--- src/rtl/ahb_sramc_pkg.sv ---
// Shared AHB encodings, controller FSM states and byte-enable helpers for the banked SRAM controller.
package ahb_sramc_pkg;

   localparam logic [1:0] HTRANS_IDLE   = 2'b00;
   localparam logic [1:0] HTRANS_BUSY   = 2'b01;
   localparam logic [1:0] HTRANS_NONSEQ = 2'b10;
   localparam logic [1:0] HTRANS_SEQ    = 2'b11;

   localparam logic [1:0] HRESP_OKAY    = 2'b00;
   localparam logic [1:0] HRESP_ERROR   = 2'b01;

   localparam logic [2:0] HSIZE_BYTE    = 3'b000;
   localparam logic [2:0] HSIZE_HALF    = 3'b001;
   localparam logic [2:0] HSIZE_WORD    = 3'b010;
   localparam logic [2:0] HSIZE_DWORD   = 3'b011;

   typedef enum logic [1:0] {ACTIVE, STALL, ERR1, ERR2} sramc_state_e;

   function automatic logic size_ok(input logic [2:0] size, input int nbytes);
      return (32'd1 << size) <= 32'(nbytes);
   endfunction

   // Lane mask for up to 8 byte lanes; the offset is first reduced to the bus width.
   function automatic logic [7:0] be_calc(input logic [2:0] size, input logic [2:0] off, input int nbytes);
      logic [2:0] o;
      logic [7:0] be;
      o = off & 3'(nbytes - 1);
      case (size)
         HSIZE_BYTE:  be = 8'h01 << o;
         HSIZE_HALF:  be = 8'h03 << {o[2:1], 1'b0};
         HSIZE_WORD:  be = 8'h0F << {o[2], 2'b00};
         HSIZE_DWORD: be = 8'hFF;
         default:     be = 8'h00;
      endcase
      return be;
   endfunction

endpackage

--- src/rtl/ahb_sramc_decode.sv ---
// Combinational split of an AHB address/size into bank word, bank index, byte lanes and error flags.
module ahb_sramc_decode
   import ahb_sramc_pkg::*;
#(
   parameter int AHB_ADDR_WIDTH  = 32,
   parameter int DATA_WIDTH      = 32,
   parameter int BANK_ADDR_WIDTH = 12,
   parameter int NUM_BANKS       = 4
) (
   input  logic [AHB_ADDR_WIDTH-1:0]      haddr_i,
   input  logic [2:0]                     hsize_i,
   output logic [BANK_ADDR_WIDTH-1:0]     word_o,
   output logic [$clog2(NUM_BANKS)-1:0]   bank_o,
   output logic [DATA_WIDTH/8-1:0]        be_o,
   output logic                           size_err_o,
   output logic                           range_err_o
);

   localparam int NBYTES = DATA_WIDTH / 8;
   localparam int BB     = $clog2(NBYTES);
   localparam int BKW    = $clog2(NUM_BANKS);
   localparam int TOP    = BB + BANK_ADDR_WIDTH + BKW;

   logic [2:0] off;
   logic [7:0] be_full;
   logic       unused_be;

   assign off         = 3'(haddr_i[BB-1:0]);
   assign word_o      = haddr_i[BB +: BANK_ADDR_WIDTH];
   assign bank_o      = haddr_i[BB + BANK_ADDR_WIDTH +: BKW];
   assign range_err_o = (haddr_i >> TOP) != '0;
   assign size_err_o  = !size_ok(hsize_i, NBYTES);
   assign be_full     = be_calc(hsize_i, off, NBYTES);
   assign be_o        = be_full[NBYTES-1:0];
   assign unused_be   = ^be_full;

endmodule

--- src/rtl/ahb_sramc_mb.sv ---
// AHB-Lite slave for NUM_BANKS single-port SRAMs; zero-wait reads/writes, one wait state on a write->read port conflict.
// hready_resp drops only for that stall and the first ERROR cycle; SRAMC_ADDR_CHECK_EN adds ERROR for out-of-range addresses.
module ahb_sramc_mb
   import ahb_sramc_pkg::*;
#(
   parameter int AHB_ADDR_WIDTH  = 32,
   parameter int DATA_WIDTH      = 32,
   parameter int BANK_ADDR_WIDTH = 12,
   parameter int NUM_BANKS       = 4
) (
   input  logic                            hclk,
   input  logic                            hreset,
   input  logic                            hsel,
   input  logic                            hready,
   input  logic [AHB_ADDR_WIDTH-1:0]       haddr,
   input  logic                            hwrite,
   input  logic [2:0]                      hsize,
   input  logic [1:0]                      htrans,
   input  logic [DATA_WIDTH-1:0]           hwdata,
   output logic [DATA_WIDTH-1:0]           hrdata,
   output logic                            hready_resp,
   output logic [1:0]                      hresp,
   output logic [NUM_BANKS-1:0]            sram_cs_n,
   output logic                            sram_we_n,
   output logic [DATA_WIDTH/8-1:0]         sram_be_n,
   output logic [BANK_ADDR_WIDTH-1:0]      sram_addr,
   output logic [DATA_WIDTH-1:0]           sram_wdata,
   input  logic [NUM_BANKS*DATA_WIDTH-1:0] sram_rdata
);

   localparam int NBYTES = DATA_WIDTH / 8;
   localparam int BKW    = $clog2(NUM_BANKS);

   typedef struct packed {
      logic [BANK_ADDR_WIDTH-1:0] word;
      logic [BKW-1:0]             bank;
      logic [NBYTES-1:0]          be;
   } wphase_t;

   logic [BANK_ADDR_WIDTH-1:0] dec_word;
   logic [BKW-1:0]             dec_bank;
   logic [NBYTES-1:0]          dec_be;
   logic                       size_err, range_err, addr_err;
   logic                       unused_ok;

   ahb_sramc_decode #(
      .AHB_ADDR_WIDTH (AHB_ADDR_WIDTH),
      .DATA_WIDTH     (DATA_WIDTH),
      .BANK_ADDR_WIDTH(BANK_ADDR_WIDTH),
      .NUM_BANKS      (NUM_BANKS)
   ) u_decode (
      .haddr_i    (haddr),
      .hsize_i    (hsize),
      .word_o     (dec_word),
      .bank_o     (dec_bank),
      .be_o       (dec_be),
      .size_err_o (size_err),
      .range_err_o(range_err)
   );

`ifdef SRAMC_ADDR_CHECK_EN
   assign addr_err = range_err;
`else
   logic unused_range;
   assign addr_err     = 1'b0;
   assign unused_range = range_err;
`endif
   assign unused_ok = htrans[0];

   sramc_state_e               state_q;
   logic                       hready_resp_q;
   logic [1:0]                 hresp_q;
   logic                       wr_pend_q, wr_pend_d;
   wphase_t                    wr_q, wr_d;
   logic                       rd_pend_q, rd_pend_d;
   logic [BKW-1:0]             rd_bank_q, rd_bank_d;
   logic [BANK_ADDR_WIDTH-1:0] st_word_q, st_word_d;
   logic [BKW-1:0]             st_bank_q, st_bank_d;

   logic acc_ok, bad, good_rd, good_wr, conflict, issue_rd;

   assign acc_ok   = hsel && hready && htrans[1] && (state_q == ACTIVE || state_q == ERR2);
   assign bad      = acc_ok && (size_err || addr_err);
   assign good_rd  = acc_ok && !bad && !hwrite;
   assign good_wr  = acc_ok && !bad && hwrite;
   assign conflict = good_rd && wr_pend_q;
   assign issue_rd = good_rd && !wr_pend_q;

   always_comb begin
      wr_pend_d = good_wr;
      wr_d      = good_wr ? '{word: dec_word, bank: dec_bank, be: dec_be} : wr_q;
      rd_pend_d = issue_rd || (state_q == STALL);
      rd_bank_d = (state_q == STALL) ? st_bank_q : (issue_rd ? dec_bank : rd_bank_q);
      st_word_d = conflict ? dec_word : st_word_q;
      st_bank_d = conflict ? dec_bank : st_bank_q;
   end

   always_ff @(posedge hclk) begin
      if (hreset) begin
         wr_pend_q <= 1'b0;
         wr_q      <= '0;
         rd_pend_q <= 1'b0;
         rd_bank_q <= '0;
         st_word_q <= '0;
         st_bank_q <= '0;
      end else begin
         wr_pend_q <= wr_pend_d;
         wr_q      <= wr_d;
         rd_pend_q <= rd_pend_d;
         rd_bank_q <= rd_bank_d;
         st_word_q <= st_word_d;
         st_bank_q <= st_bank_d;
      end
   end

   always_ff @(posedge hclk) begin
      if (hreset) begin
         state_q       <= ACTIVE;
         hready_resp_q <= 1'b1;
         hresp_q       <= HRESP_OKAY;
      end else begin
         case (state_q)
            ACTIVE, ERR2: begin
               if (bad) begin
                  state_q       <= ERR1;
                  hready_resp_q <= 1'b0;
                  hresp_q       <= HRESP_ERROR;
               end else if (conflict) begin
                  state_q       <= STALL;
                  hready_resp_q <= 1'b0;
                  hresp_q       <= HRESP_OKAY;
               end else begin
                  state_q       <= ACTIVE;
                  hready_resp_q <= 1'b1;
                  hresp_q       <= HRESP_OKAY;
               end
            end
            ERR1: begin
               state_q       <= ERR2;
               hready_resp_q <= 1'b1;
               hresp_q       <= HRESP_ERROR;
            end
            default: begin
               state_q       <= ACTIVE;
               hready_resp_q <= 1'b1;
               hresp_q       <= HRESP_OKAY;
            end
         endcase
      end
   end

   // The single SRAM port serves, in priority: the write data phase, the stalled read, a fresh read.
   always_comb begin
      sram_cs_n  = '1;
      sram_we_n  = 1'b1;
      sram_be_n  = '1;
      sram_addr  = '0;
      sram_wdata = '0;
      if (!hreset) begin
         if (wr_pend_q) begin
            sram_cs_n[wr_q.bank] = 1'b0;
            sram_we_n            = 1'b0;
            sram_be_n            = ~wr_q.be;
            sram_addr            = wr_q.word;
            sram_wdata           = hwdata;
         end else if (state_q == STALL) begin
            sram_cs_n[st_bank_q] = 1'b0;
            sram_addr            = st_word_q;
         end else if (issue_rd) begin
            sram_cs_n[dec_bank]  = 1'b0;
            sram_addr            = dec_word;
         end
      end
   end

   assign hrdata      = (rd_pend_q && !hreset) ? sram_rdata[int'(rd_bank_q)*DATA_WIDTH +: DATA_WIDTH] : '0;
   assign hready_resp = hready_resp_q;
   assign hresp       = hresp_q;

endmodule

--- config.mk ---
export PLATFORM = sky130hd
export DESIGN_NAME = ahb_sramc_mb
export DESIGN_NICKNAME = d
export VERILOG_FILES = /design/src/rtl/ahb_sramc_pkg.sv /design/src/rtl/ahb_sramc_decode.sv /design/src/rtl/ahb_sramc_mb.sv
export SDC_FILE = /design/constraint.sdc
export NUM_CORES = 1
export LEC_CHECK = 0
export ABC_AREA = 1
export CAP_MARGIN = 10
export CORE_AREA = 2 2 112 114
export CTS_CLUSTER_SIZE = 10
export DETAILED_ROUTE_END_ITERATION = 8
export DIE_AREA = 0 0 114 116
export PLACE_DENSITY = 0.72
export SYNTH_ARGS = -nofsm -noshare
export SYNTH_HDL_FRONTEND = slang
export SYNTH_SLANG_ARGS = --single-unit
--- constraint.sdc ---
create_clock -name hclk -period 2.28 [get_ports hclk]
set_input_delay 0.342 -clock hclk [delete_from_list [all_inputs] [get_ports hclk]]
set_output_delay 0.342 -clock hclk [all_outputs]
set_load 0.02 [all_outputs]
Yosys cells after proc, flatten, opt, wreduce, memory -nomap -nowiden
Cells that the tools add are included.
{"block": "word_totals", "mem_bits_rw": 0, "reg_bits": 41, "mem_count": 0, "out_inout_bits": 88, "inputBits": 202, "word_cells": 89, "romBits": 0, "latchBits": 0}
{"block": "classes", "n_shift": 4, "mul": 0, "muxes": 31, "n_reduce_logical": 25, "eq_ne": 6, "addsub": 0, "order_cmp": 7, "div_mod_pow": 0, "n_bitwise": 5}
{"operator": "$shiftx A128 B8 Y32", "count": 1}
{"operator": "$mux W32", "count": 3}
{"operator": "$mux W12", "count": 4}
{"operator": "$le A32 B3 Y1 const B", "count": 1}
{"operator": "$shl A1 B3 Y32 const A", "count": 1}
{"operator": "$mux W4", "count": 6}
{"operator": "$not A4 Y4", "count": 4}
{"operator": "$pmux W4 S4", "count": 1}
{"operator": "$logic_and A1 B1 Y1", "count": 13}
{"operator": "$lt A2 B3 Y1 const B", "count": 3}
{"operator": "$mux W1", "count": 9}
{"operator": "$pmux W2 S2", "count": 2}
{"operator": "$demux W1 S2", "count": 3}
{"operator": "$eq A3 B2 Y1 const B", "count": 2}
{"operator": "$ge A2 B1 Y1 const B", "count": 3}
{"operator": "$mux W2", "count": 3}
{"operator": "$logic_not A1 Y1", "count": 5}
{"operator": "$eq A2 B2 Y1 const B", "count": 2}
{"operator": "$reduce_or A2 Y1", "count": 2}
{"operator": "$shl A1 B2 Y4 const A", "count": 1}
{"operator": "$shl A2 B2 Y4 const A", "count": 1}
{"operator": "$eq A3 B1 Y1 const B", "count": 1}
{"operator": "$logic_not A3 Y1", "count": 1}
{"operator": "$eq A2 B1 Y1 const B", "count": 1}
{"operator": "4 further kinds", "count": 5}

Depth between registers and ports, before layout
{"block": "depth", "word_depth": 12, "depth_mapped": 10, "depth_no_buf": 9}

Modules after synthesis
Synthesis repeated with hierarchy kept, for this count alone.
{"block": "unflattened", "cells_unflattened": 657, "hier_area_um2": 3585.9}
{"mod": "ahb_sramc_mb", "cells_per_inst": 606, "n_inst": 1, "seq_area_each_um2": 780.7, "area_each_um2": 3325.7}
{"mod": "ahb_sramc_decode", "cells_per_inst": 51, "n_inst": 1, "seq_area_each_um2": 0.0, "area_each_um2": 260.2}

Least setup slack after synthesis
Ideal clock, no wire load.
{"block": "synth_timing", "path_kind": "reg-to-output", "start": "reg, netlist name hresp[0]", "end": "out sram_addr[4]", "slack_ns": 0.361, "required_ns": 1.938, "n_path_buf": 1, "stages_incl_launch_ff": 10, "arrival_time_ns": 1.577, "cell_sequence": "dfxtp_1 -> inv_1 -> ha_1 -> nand2_1 -> nor2_2 -> nand4_1 -> nand2_2 -> buf_6 -> nand3_1 -> o21ai_0"}
{"element": "end, declared", "line_no": "ahb_sramc_mb.sv:26", "text": "output logic [BANK_ADDR_WIDTH-1:0] sram_addr,"}

==> results.cfg <==
[synth]
synth_area_per_cell_um2 = 5.338
synth_top_area_share_pct = 25.57
ys_seq_area_share_pct = 23.33
async_flop_share_pct = 0
synth_ff_type = dfxtp_1
yosysWarnings = 0
yosysTopAreaCell = nor2_1
syn-cell-area_um2 = 3347
synth_edf_count = 0
synthCells = 627
synth_area_leaders = nor2_1 (26%), dfxtp_1 (23%), o21ai_0 (17%), a21oi_1 (7.5%), nand2_1 (7.3%)
synth-seq-cells = 39
syn-num-nets = 831
ys_types = 27

[pwr]
clkPwrFrac_pct = 33.4
pwr-share-seq_pct = 34.4
switching_power_mw = 0.5283
combPwrFrac_pct = 32.2
switching_share_pct = 26.08
internal-power_mw = 1.497
peakVddDrop_mv = 0.4574
p_leak_nw = 3.008
powerDensity_nw_per_um2 = 308.4

[sta]
hold_slack_ns = 0.4458
slew_viol_final = 0
setup_viol = 0
finalHoldViolCount = 0
fin_crit_sh_pct = 97.32
tns_ns = 0
min_period_ns = 2.219
fmax_mhz = 450.7
skew_ns = 0.005937

[layout]
final_cells = 1053
final_cell_mix = nor2_1 (228), clkdlybuf4s50_1 (222), o21ai_0 (110)
design_area_um2 = 6569
drive_gt1_share_pct = 9.081
layout.nets = 1106
fillers = 1199
final_common_cell = nor2_1
syn_to_final_growth_pct = 96.26

[placed_design]
dp_cells = 1040
postPlaceCellArea_um2 = 6411
io_buffers = 271
gp_congestion = 0.8490
dp_hpwl_um = 11730

[clocking]
htree_levels = 2
cts_buffers = 5
cts_root_buf = clkbuf_16
cts_hold_buf = 0
clock_latency_ns = 0.28
clk_pin_slew_ns = 0.06
cts_buffer_depth = 2
cts_tree = yes
clock-sinks = 39

[critical_path]
setup.worst_path.class = flop to output pin
worstPathRequired_ns = 1.94
crit_path_start_kind = flop
critPathMaxFanout = 6
worstPathArrival_ns = 1.88
end_kind = output pin

[outcome]
status = finished clean

[global_routing]
gr-total-overflow = 0
grtUsageTotal_pct = 21.17
first_global_vias = 4352
antenna_found_initial = 3
grt_max_degree = 44
grt_pass1_wl_um = 22690

[job]
drv_cap = 0

[floorplan]
core-area_um2 = 11910
start_util_pct = 28.10
dieArea_um2 = 13220
rows = 40
die_y_um = 116
die_x_um = 114
ioPinCount = 290

[drt]
ant_nets = 0
first_iter_violations = 370
viasPerCell = 4.719
drtPass1Iterations = 4
wl_per_cell_um = 14.56
drc = 0
routed-via-count = 4969
routed_wl_um = 15330

[min_path]
hold_path_class = flop to flop
-- timing repair --
action	4_1_cts	5_1_grt
setup endpoints to repair	81	32
resized for setup	85	35
pin swaps	2	3
cloned	0	1
hold endpoints to repair	0	0
buffers inserted	0	1
-- synthesized netlist by cell type, types with 2 or more instances --
cell,instances
buf_6,3
nor2_1,228
a21oi_1,50
clkbuf_1,16
nor3_1,5
nand3_1,16
buf_1,12
inv_2,3
o21ai_1,14
nand2_1,65
o211ai_1,2
nor2_4,2
o21ai_0,111
clkinv_1,2
ha_1,2
buf_4,2
inv_1,33
buf_2,14
dfxtp_1,39
-- cells by family after synthesis --
| logic type | Yosys count | synth area share, % |
|---|---|---|
| other | 1 | 0.1120 |
| AOI/OAI and AO/OA | 180 | 27.33 |
| and+or+nand+nor | 320 | 37.53 |
| adders and majority gates | 2 | 0.7475 |
| buffers and inverters | 85 | 10.95 |
| DFF | 39 | 23.33 |
-- worst max-delay path, stage by stage (launching register included) --
cell	delay (ns)
dfxtp_2	0.33
inv_2	0.04
ha_4	0.25
nand2_1	0.05
nor2_2	0.13
nand4_1	0.14
nand2_2	0.16
clkbuf_16	0.17
nand3_1	0.06
o21ai_1	0.10
buf_4	0.16
-- final timing paths --
path | from | end | slack [ns] | cells after the start
setup / recovery | hresp[0] | sram_addr[3] | 0.06 | 10
hold / removal | wr_q[10] | wr_q[10] | 0.45 | 2
setup reg to reg | hresp[0] | st_bank_q[1] | 0.45 | 11
hold reg to reg | wr_q[10] | wr_q[10] | 0.45 | 2
-- sequential cells by signal, summed over array words and instances, names as in the netlist --
name and cells:
wr_q 18, st_bank_q 2, state_q 1, rd_bank_q 2, hready_resp 1, hresp 1, rd_pend_q 1, st_word_q 12
wr_pend_q 1
-- stage by stage --
step	setup slack (ns)	power, mW	util, %
final	0.06106	2.026	55.15
after global routing	-0.01589	2.131	55.11
after CTS	-0.08641	2.031	54.50
after detailed placement	-0.2720	1.360	53.82
after global placement	-0.2478	1.354	53.82
after floorplan	0.3610	0.9323	-
-- power by group through the flow --
stage / logic [mW] / clock network (mW) / registers (mW)
floorplan: 0.223 / 0 / 0.710
global placement: 0.643 / 0 / 0.711
detailed placement: 0.649 / 0 / 0.711
CTS: 0.648 / 0.686 / 0.696
global route: 0.718 / 0.715 / 0.698
finish: 0.653 / 0.676 / 0.697
-- area by class of cell --
type	count	area, µm²	share of cell area, %
Tap cell	147	183.9	2.800
Multi-Input combinational cell	503	2217	33.75
Timing Repair Buffer	315	3089	47.03
Inverter	38	146.4	2.229
Clock inverter	2	12.51	0.1905
Sequential cell	39	783.3	11.92
Antenna cell	3	7.507	0.1143
Clock buffer	6	128.9	1.962
-- per-layer routing --
layer,track usage (%),up-vias,routed length [µm]
met1,26.21,2203,6442
li1,-,2568,-
met4,6.016,0,306
met2,36.47,174,7370
met3,5.439,24,1214
met5,0,-,0
Note: power is estimated with default switching activity, not from simulation.
